<file path="config.mk">
export PLATFORM = sky130hd
export DESIGN_NAME = crc32_stream_ctrl_flat
export DESIGN_NICKNAME = d
export VERILOG_FILES = /design/src/rtl/crc32_stream_ctrl_if.sv /design/src/rtl/crc32_stream_ctrl.sv /design/src/flat_wrapper.sv
export SDC_FILE = /design/constraint.sdc
export NUM_CORES = 1
export LEC_CHECK = 0
export CAP_MARGIN = 30
export CORE_ASPECT_RATIO = 0.7
export CORE_MARGIN = 2
export CORE_UTILIZATION = 45
export CTS_CLUSTER_SIZE = 25
export DETAILED_ROUTE_END_ITERATION = 10
export GPL_TIMING_DRIVEN = 0
export MAX_ROUTING_LAYER = met4
export PLACE_DENSITY = 0.87
export SKIP_CTS_REPAIR_TIMING = 1
export SLEW_MARGIN = 20
export SYNTH_ARGS = -nofsm -noshare
export SYNTH_HDL_FRONTEND = slang
export SYNTH_SLANG_ARGS = --single-unit
export TNS_END_PERCENT = 1
</file>
<file path="constraint.sdc">
create_clock -name clk -period 2.8 [get_ports clk]
set_input_delay 0.56 -clock clk [delete_from_list [all_inputs] [get_ports clk]]
set_output_delay 0.56 -clock clk [all_outputs]
set_load 0.005 [all_outputs]
</file>
<file path="src/rtl/crc32_stream_ctrl_if.sv">
// rtl/crc32_stream_ctrl_if.sv - byte stream, CRC engine and result signals for crc32_stream_ctrl
interface crc32_stream_ctrl_if #(
    parameter int LEN_W = 16
) ();
    logic             in_valid;
    logic [7:0]       in_data;
    logic             in_last;
    logic             in_ready;
    logic             abort;
    logic             crc_clr;
    logic             crc_en;
    logic             crc_bit;
    logic [31:0]      crc_val;
    logic             out_valid;
    logic [31:0]      out_crc;
    logic [LEN_W-1:0] out_len;
    logic             out_ready;

    modport master (
        output in_valid, in_data, in_last, abort, crc_val, out_ready,
        input  in_ready, crc_clr, crc_en, crc_bit, out_valid, out_crc, out_len
    );

    modport slave (
        input  in_valid, in_data, in_last, abort, crc_val, out_ready,
        output in_ready, crc_clr, crc_en, crc_bit, out_valid, out_crc, out_len
    );
endinterface

</file>
<file path="src/rtl/crc32_stream_ctrl.sv">
// rtl/crc32_stream_ctrl.sv - byte-to-bit sequencer for a serial CRC-32 engine
// CRC32_AUGMENT_EN adds the FLUSH state that appends 32 zero bits after the last byte.
module crc32_stream_ctrl #(
    parameter int LEN_W = 16
) (
    input  logic                 clk,
    input  logic                 rst,
    crc32_stream_ctrl_if.slave   bus
);
    typedef enum logic [2:0] {
        S_IDLE,
        S_CLR,
        S_SHIFT,
        S_WAIT,
`ifdef CRC32_AUGMENT_EN
        S_FLUSH,
`endif
        S_DONE
    } state_t;

    state_t           r_state;
    logic [7:0]       r_sh;
    logic [2:0]       r_bit_cnt;
    logic             r_last;
    logic [LEN_W-1:0] r_len;
`ifdef CRC32_AUGMENT_EN
    logic [4:0]       r_flush_cnt;
`endif

    logic             w_busy;
    logic             w_abort;
    logic             w_shift_end;
    logic             w_in_ready;
    logic             w_accept;
    logic [LEN_W-1:0] w_len_inc;

    assign w_busy      = (r_state != S_IDLE) && (r_state != S_DONE);
    assign w_abort     = bus.abort && w_busy;
    assign w_shift_end = (r_state == S_SHIFT) && (r_bit_cnt == 3'd7);
    // A new byte is only taken on the last bit of the current one, so throughput stays 8 cycles/byte.
    assign w_in_ready  = !w_abort && ((r_state == S_IDLE) || (r_state == S_WAIT) ||
                                      (w_shift_end && !r_last));
    assign w_accept    = w_in_ready && bus.in_valid;
    assign w_len_inc   = (&r_len) ? r_len : r_len + LEN_W'(1);

    assign bus.in_ready  = w_in_ready;
    assign bus.crc_clr   = (r_state == S_CLR);
`ifdef CRC32_AUGMENT_EN
    assign bus.crc_en    = (r_state == S_SHIFT) || (r_state == S_FLUSH);
`else
    assign bus.crc_en    = (r_state == S_SHIFT);
`endif
    assign bus.crc_bit   = (r_state == S_SHIFT) && r_sh[0];
    assign bus.out_valid = (r_state == S_DONE);
    assign bus.out_crc   = (r_state == S_DONE) ? bus.crc_val : 32'd0;
    assign bus.out_len   = (r_state == S_DONE) ? r_len : '0;

    always_ff @(posedge clk) begin
        if (rst) begin
            r_state     <= S_IDLE;
            r_sh        <= 8'd0;
            r_bit_cnt   <= 3'd0;
            r_last      <= 1'b0;
            r_len       <= '0;
`ifdef CRC32_AUGMENT_EN
            r_flush_cnt <= 5'd0;
`endif
        end else if (w_abort) begin
            r_state <= S_IDLE;
        end else begin
            case (r_state)
                S_IDLE: begin
                    if (w_accept) begin
                        r_sh    <= bus.in_data;
                        r_last  <= bus.in_last;
                        r_len   <= LEN_W'(1);
                        r_state <= S_CLR;
                    end
                end
                S_CLR: begin
                    r_bit_cnt <= 3'd0;
                    r_state   <= S_SHIFT;
                end
                S_SHIFT: begin
                    r_sh      <= r_sh >> 1;
                    r_bit_cnt <= r_bit_cnt + 3'd1;
                    if (r_bit_cnt == 3'd7) begin
                        if (w_accept) begin
                            r_sh   <= bus.in_data;
                            r_last <= bus.in_last;
                            r_len  <= w_len_inc;
                        end else if (r_last) begin
`ifdef CRC32_AUGMENT_EN
                            r_flush_cnt <= 5'd0;
                            r_state     <= S_FLUSH;
`else
                            r_state     <= S_DONE;
`endif
                        end else begin
                            r_state <= S_WAIT;
                        end
                    end
                end
                S_WAIT: begin
                    if (w_accept) begin
                        r_sh      <= bus.in_data;
                        r_last    <= bus.in_last;
                        r_len     <= w_len_inc;
                        r_bit_cnt <= 3'd0;
                        r_state   <= S_SHIFT;
                    end
                end
`ifdef CRC32_AUGMENT_EN
                S_FLUSH: begin
                    r_flush_cnt <= r_flush_cnt + 5'd1;
                    if (r_flush_cnt == 5'd31) begin
                        r_state <= S_DONE;
                    end
                end
`endif
                S_DONE: begin
                    if (bus.out_ready) begin
                        r_state <= S_IDLE;
                    end
                end
                default: r_state <= S_IDLE;
            endcase
        end
    end
endmodule

</file>
<file path="src/flat_wrapper.sv">
// flat-port wrapper written by rule: the top's interface ports become plain ports
module crc32_stream_ctrl_flat 
#(
    parameter int LEN_W = 16
)
  (clk, rst, bus_in_valid, bus_in_data, bus_in_last, bus_abort, bus_crc_val, bus_out_ready, bus_in_ready, bus_crc_clr, bus_crc_en, bus_crc_bit, bus_out_valid, bus_out_crc, bus_out_len);
  crc32_stream_ctrl_if #(.LEN_W(LEN_W)) bus_i ();
  input  logic clk;
  input  logic rst;
  input wire logic [$bits(bus_i.in_valid)-1:0] bus_in_valid;
  input wire logic [$bits(bus_i.in_data)-1:0] bus_in_data;
  input wire logic [$bits(bus_i.in_last)-1:0] bus_in_last;
  input wire logic [$bits(bus_i.abort)-1:0] bus_abort;
  input wire logic [$bits(bus_i.crc_val)-1:0] bus_crc_val;
  input wire logic [$bits(bus_i.out_ready)-1:0] bus_out_ready;
  output wire logic [$bits(bus_i.in_ready)-1:0] bus_in_ready;
  output wire logic [$bits(bus_i.crc_clr)-1:0] bus_crc_clr;
  output wire logic [$bits(bus_i.crc_en)-1:0] bus_crc_en;
  output wire logic [$bits(bus_i.crc_bit)-1:0] bus_crc_bit;
  output wire logic [$bits(bus_i.out_valid)-1:0] bus_out_valid;
  output wire logic [$bits(bus_i.out_crc)-1:0] bus_out_crc;
  output wire logic [$bits(bus_i.out_len)-1:0] bus_out_len;
  assign bus_i.in_valid = bus_in_valid;
  assign bus_i.in_data = bus_in_data;
  assign bus_i.in_last = bus_in_last;
  assign bus_i.abort = bus_abort;
  assign bus_i.crc_val = bus_crc_val;
  assign bus_i.out_ready = bus_out_ready;
  assign bus_in_ready = bus_i.in_ready;
  assign bus_crc_clr = bus_i.crc_clr;
  assign bus_crc_en = bus_i.crc_en;
  assign bus_crc_bit = bus_i.crc_bit;
  assign bus_out_valid = bus_i.out_valid;
  assign bus_out_crc = bus_i.out_crc;
  assign bus_out_len = bus_i.out_len;
  crc32_stream_ctrl #(.LEN_W(LEN_W)) u_core (.clk(clk), .rst(rst), .bus(bus_i));
endmodule
</file>
==> results <==
- The startpoint of the worst setup timing path is u_core.r_state[0]$_SDFFE_PP0P_.
- For this design, the slowest cell found on the critical path is sky130_fd_sc_hd__clkdlybuf4s50_1.
- The layer with the highest usage is met2.
- After layout, the worst path uses 96.3% of the clock period.
- In this run the tightest slew margin relative to its limit is 57.3%.
- The number of buffers added by the clock tree synthesis step is 5.
- The total routed wirelength is 6910 um.
- Global routing used 4.62% of the available met3 tracks.
- The first TritonRoute pass finished after 5 iterations.
- Counting both buffers and inverters, the worst setup path holds a total of 4.
- The total standard cell area after synthesis is 2200 sq um.
- The initial antenna violation count was 0.
- The DRC violation count after routing is 0.
- The worst flop-to-flop path startpoint is u_core.r_bit_cnt[0]$_SDFFE_PP0P_.
- Row generation in the floorplan step produced 21 rows.
- Walking the worst path, the cells encountered are buf_4 -> nor2_4 -> buf_4 -> clkbuf_2 -> and3_1 -> clkdlybuf4s50_1.
- The number of max-slew violations in the final report is 0.
- The count of mapped cells out of synthesis is 274.
- The number of warning messages in the yosys log is 0.
- In this run the power density over the cells is 319 nW/um^2.
- The routing usage on met1 is 35.9%.
- The setup slack of the most critical reg-to-reg path is 0.69 ns.
- CTS placed an instance of sky130_fd_sc_hd__clkbuf_8 at the clock tree root.
- For this run the aggregate overflow at the end of global routing stands at 0.
- After detailed routing, the average wire length per cell comes to 15.4 um.
- The minimum period implied by the final worst setup slack is 2.70 ns.
- The run finished with clean final reports.
- STA classifies the critical path startpoint as a register.
- The area added between synthesis and finish is 54.3%.
- The total area inside the core boundary comes to 4760 sq um.
- For this run, global-route usage on met2 was measured as 39.3%.
- Max-cap violations in this run came to 0.
- Routability-driven placement finished with a final weighted congestion of 0.889.
- The depth of the critical timing path with buffers and inverters included is 6.
- The actual slew at the worst max-slew pin is 0.635 ns.
- After legalization and detailed placement, the total HPWL measured 5190 um.
- The maximum number of pins on one net before global-route repair is 11.
- The first-iteration detailed-routing DRC count is 197.
- The share of cells above drive strength 1 is 8.16%.
- The number of nets with antenna violations after detailed routing is 0.
- The number of H-tree levels is 2.
- The clock insertion delay at the later pin of the skew report is 0.29 ns.
- TritonCTS built the clock tree.
- The share of the Yosys chip area taken by registers is 28.2%.
- Data on the critical path arrives at its endpoint at 2.14 ns.
- For this run, the top clock speed supported by timing is 371 MHz.
- After synthesis, the mean cell area works out to 8.04 sq um.
- In the post-synthesis netlist, the biggest area contributors are sky130_fd_sc_hd__dfxtp_1 (28%), sky130_fd_sc_hd__and3_1 (14%), sky130_fd_sc_hd__mux2i_1 (5.9%).
- The endpoint of the most critical register-to-register path is u_core.r_len[7]$_SDFFE_PP0P_.
- When the netlist entered floorplanning its net count stood at 323.
- The largest total area in the synthesized netlist belongs to sky130_fd_sc_hd__dfxtp_1.
- The kind of critical path is register to output port.
- The count of clock tree sinks is 31.
- The floorplan step set the die height to 62.5 um.
- The required time reported for the critical path endpoint is 2.24 ns.
- The floorplan step defined a die boundary enclosing 5480 sq um.
- The number of global-route vias before repair is 2289.
- The clock transition time at the flip-flop clock pins of the worst setup and hold paths is 0.07 ns.
- Setup total negative slack on the finished layout was measured at 0 ns.
- The dominant cell type by count on the critical path is sky130_fd_sc_hd__buf_4.
- The longest individual stage delay on the worst path is 0.52 ns.
- The critical path capture point is bus_out_crc[22].
- In this run the horizontal extent of the chip is 87.6 um.
- The min-delay analysis places its worst path in the category register to register.
- The via count is 2555.
- The hold violation total from the final report is 0.
- Counting flops with a built-in enable in the synthesized netlist gives 0.
- The number of antenna diodes is 0.
- During placement, the flow inserted port buffers numbering 98.
- The most used flip-flop cell after synthesis is sky130_fd_sc_hd__dfxtp_1.
- 99 I/O pins were placed.
- The analysis attributes to cell leakage a power of 1.39 nW.
- The worst setup path is captured at an output port.
- VDD sags by at most 0.292 mV.
- The number of vias per cell after detailed routing is 5.69.
- The clock tree buffer depth is 2.
- The number of different library cells in the post-synthesis netlist is 53.
- The worst hold path stage count is 2.
- In this run the worst path has a maximum fanout of 10.
- The worst reg-to-reg path cell count is 6.
- After synthesis, the share of flip-flops with an asynchronous set or reset is 0%.
- The initial cell density of the core is 46.3%.
- The total of flip-flops plus latches after synthesis is 31.
- The setup-violating endpoint count in the final report is 0.
- Setup repair after global routing left no endpoint under its margin.
- The global router's overall resource usage is 25.8%.
- The share of the synthesized area in the top cell type is 28.2%.
- The worst clock skew on the final layout is 0.0111 ns.
- The wire length of the first global-routing pass is 11200 um.
- The minimum hold slack is 0.469 ns.
- The number of nets in the layout is 428.
- The gate family responsible for the most delay along the worst path is buffers and inverters.
## sequential cells by signal, indices dropped and copies added (netlist names)
signal / cells
u_core.r_bit_cnt: 3
u_core.r_sh: 8
u_core.r_state: 3
u_core.r_len: 16
u_core.r_last: 1
## how the worst min path moves through the flow
stage / start / to / slack (ns)
2_1_floorplan: u_core.r_bit_cnt[1]$_SDFFE_PP0P_ / u_core.r_bit_cnt[1]$_SDFFE_PP0P_ / 0.44
3_3_place_gp: u_core.r_bit_cnt[1]$_SDFFE_PP0P_ / u_core.r_bit_cnt[1]$_SDFFE_PP0P_ / 0.44
3_5_place_dp: u_core.r_bit_cnt[1]$_SDFFE_PP0P_ / u_core.r_bit_cnt[1]$_SDFFE_PP0P_ / 0.45
4_1_cts: u_core.r_bit_cnt[1]$_SDFFE_PP0P_ / u_core.r_bit_cnt[1]$_SDFFE_PP0P_ / 0.46
5_1_grt: u_core.r_bit_cnt[1]$_SDFFE_PP0P_ / u_core.r_bit_cnt[1]$_SDFFE_PP0P_ / 0.48
6_report: u_core.r_bit_cnt[1]$_SDFFE_PP0P_ / u_core.r_bit_cnt[1]$_SDFFE_PP0P_ / 0.47
## power breakdown
part,internal (mW),leakage (nW),switching (mW)
clock network,0.224,0.0515,0.182
registers,0.457,0.252,0.0147
logic,0.110,1.09,0.0981
total,0.791,1.39,0.294
## synthesized netlist by cell type, types with 2 or more instances
| cell | number |
|---|---|
| sky130_fd_sc_hd__and3_1 | 50 |
| sky130_fd_sc_hd__dfxtp_1 | 31 |
| sky130_fd_sc_hd__nand2_1 | 19 |
| sky130_fd_sc_hd__nor2_1 | 18 |
| sky130_fd_sc_hd__nand3_1 | 16 |
| sky130_fd_sc_hd__nand2b_1 | 15 |
| sky130_fd_sc_hd__clkbuf_1 | 13 |
| sky130_fd_sc_hd__mux2i_1 | 13 |
| sky130_fd_sc_hd__o211ai_1 | 8 |
| sky130_fd_sc_hd__a311oi_1 | 7 |
| sky130_fd_sc_hd__nor2b_1 | 7 |
| sky130_fd_sc_hd__a21oi_1 | 6 |
| sky130_fd_sc_hd__inv_1 | 5 |
| sky130_fd_sc_hd__nor4_1 | 5 |
| sky130_fd_sc_hd__buf_2 | 4 |
| sky130_fd_sc_hd__a211oi_1 | 3 |
| sky130_fd_sc_hd__buf_4 | 3 |
| sky130_fd_sc_hd__ha_1 | 3 |
| sky130_fd_sc_hd__nand4_1 | 3 |
| sky130_fd_sc_hd__or4_1 | 3 |
| sky130_fd_sc_hd__a2111oi_0 | 2 |
| sky130_fd_sc_hd__a2111oi_2 | 2 |
| sky130_fd_sc_hd__a21o_1 | 2 |
| sky130_fd_sc_hd__buf_6 | 2 |
| sky130_fd_sc_hd__nand3b_1 | 2 |
| sky130_fd_sc_hd__nor3_1 | 2 |
| sky130_fd_sc_hd__o2111ai_1 | 2 |
| sky130_fd_sc_hd__o21ai_0 | 2 |
| sky130_fd_sc_hd__o2bb2ai_1 | 2 |
## kinds of logic after synthesis
| logic type | Yosys count | share of synthesized area [%] |
|---|---|---|
| AND/OR/NAND/NOR | 149 | 39.0 |
| AO/OA/AOI/OAI | 47 | 17.8 |
| adder cells (fa/ha/maj) | 3 | 1.70 |
| multiplexers | 14 | 6.53 |
| XOR/XNOR | 1 | 0.398 |
| flip-flops | 31 | 28.2 |
| buffers and inverters | 29 | 6.42 |
## through the flow
stage	worst slack, ns	cells	utilization, %	cell area [sq um]	total power, mW
after CTS	-0.412	449	70.9	3370	1.08
after detailed placement	-0.0908	441	68.8	3270	0.682
after global routing	0.0136	449	71.5	3400	1.12
after global placement	-0.0886	441	68.8	3270	0.677
final	0.104	449	71.5	3400	1.09
after floorplan	0.854	274	-	2200	0.580
## cell type report
type	instances	area, sq um
Multi-Input combinational cell	214	1460
Fill cell	380	1360
Timing Repair Buffer	98	983
Sequential cell	31	621
Buffer	23	126
Clock buffer	8	100
Tap cell	69	86.3
Inverter	6	22.5
## worst min-delay path, delay by kind of cell, from the launching register on
kind | cells | cell delay, ns
flip-flops | 1 | 0.31
AND/OR/NAND/NOR | 1 | 0.05
AO/OA/AOI/OAI | 1 | 0.05
## layout by cell type, fill, tap and decap left out, types with 8 or more instances in the layout
| cell type | count |
|---|---|
| sky130_fd_sc_hd__o211ai_1 | 8 |
| sky130_fd_sc_hd__clkbuf_1 | 9 |
| sky130_fd_sc_hd__clkdlybuf4s50_1 | 97 |
| sky130_fd_sc_hd__nand2_1 | 19 |
| sky130_fd_sc_hd__and3_1 | 50 |
| sky130_fd_sc_hd__dfxtp_1 | 31 |
| sky130_fd_sc_hd__nand2b_1 | 15 |
| sky130_fd_sc_hd__mux2i_1 | 13 |
| sky130_fd_sc_hd__nor2_1 | 17 |
| sky130_fd_sc_hd__nand3_1 | 16 |
## metal layers
layer  up-vias  wire length (um)
met5         -                 0
met3         9               535
met2       108              3100
met4         0                76
met1      1199              3200
li1       1239                 -
Note: power is estimated with default switching activity, not from simulation.
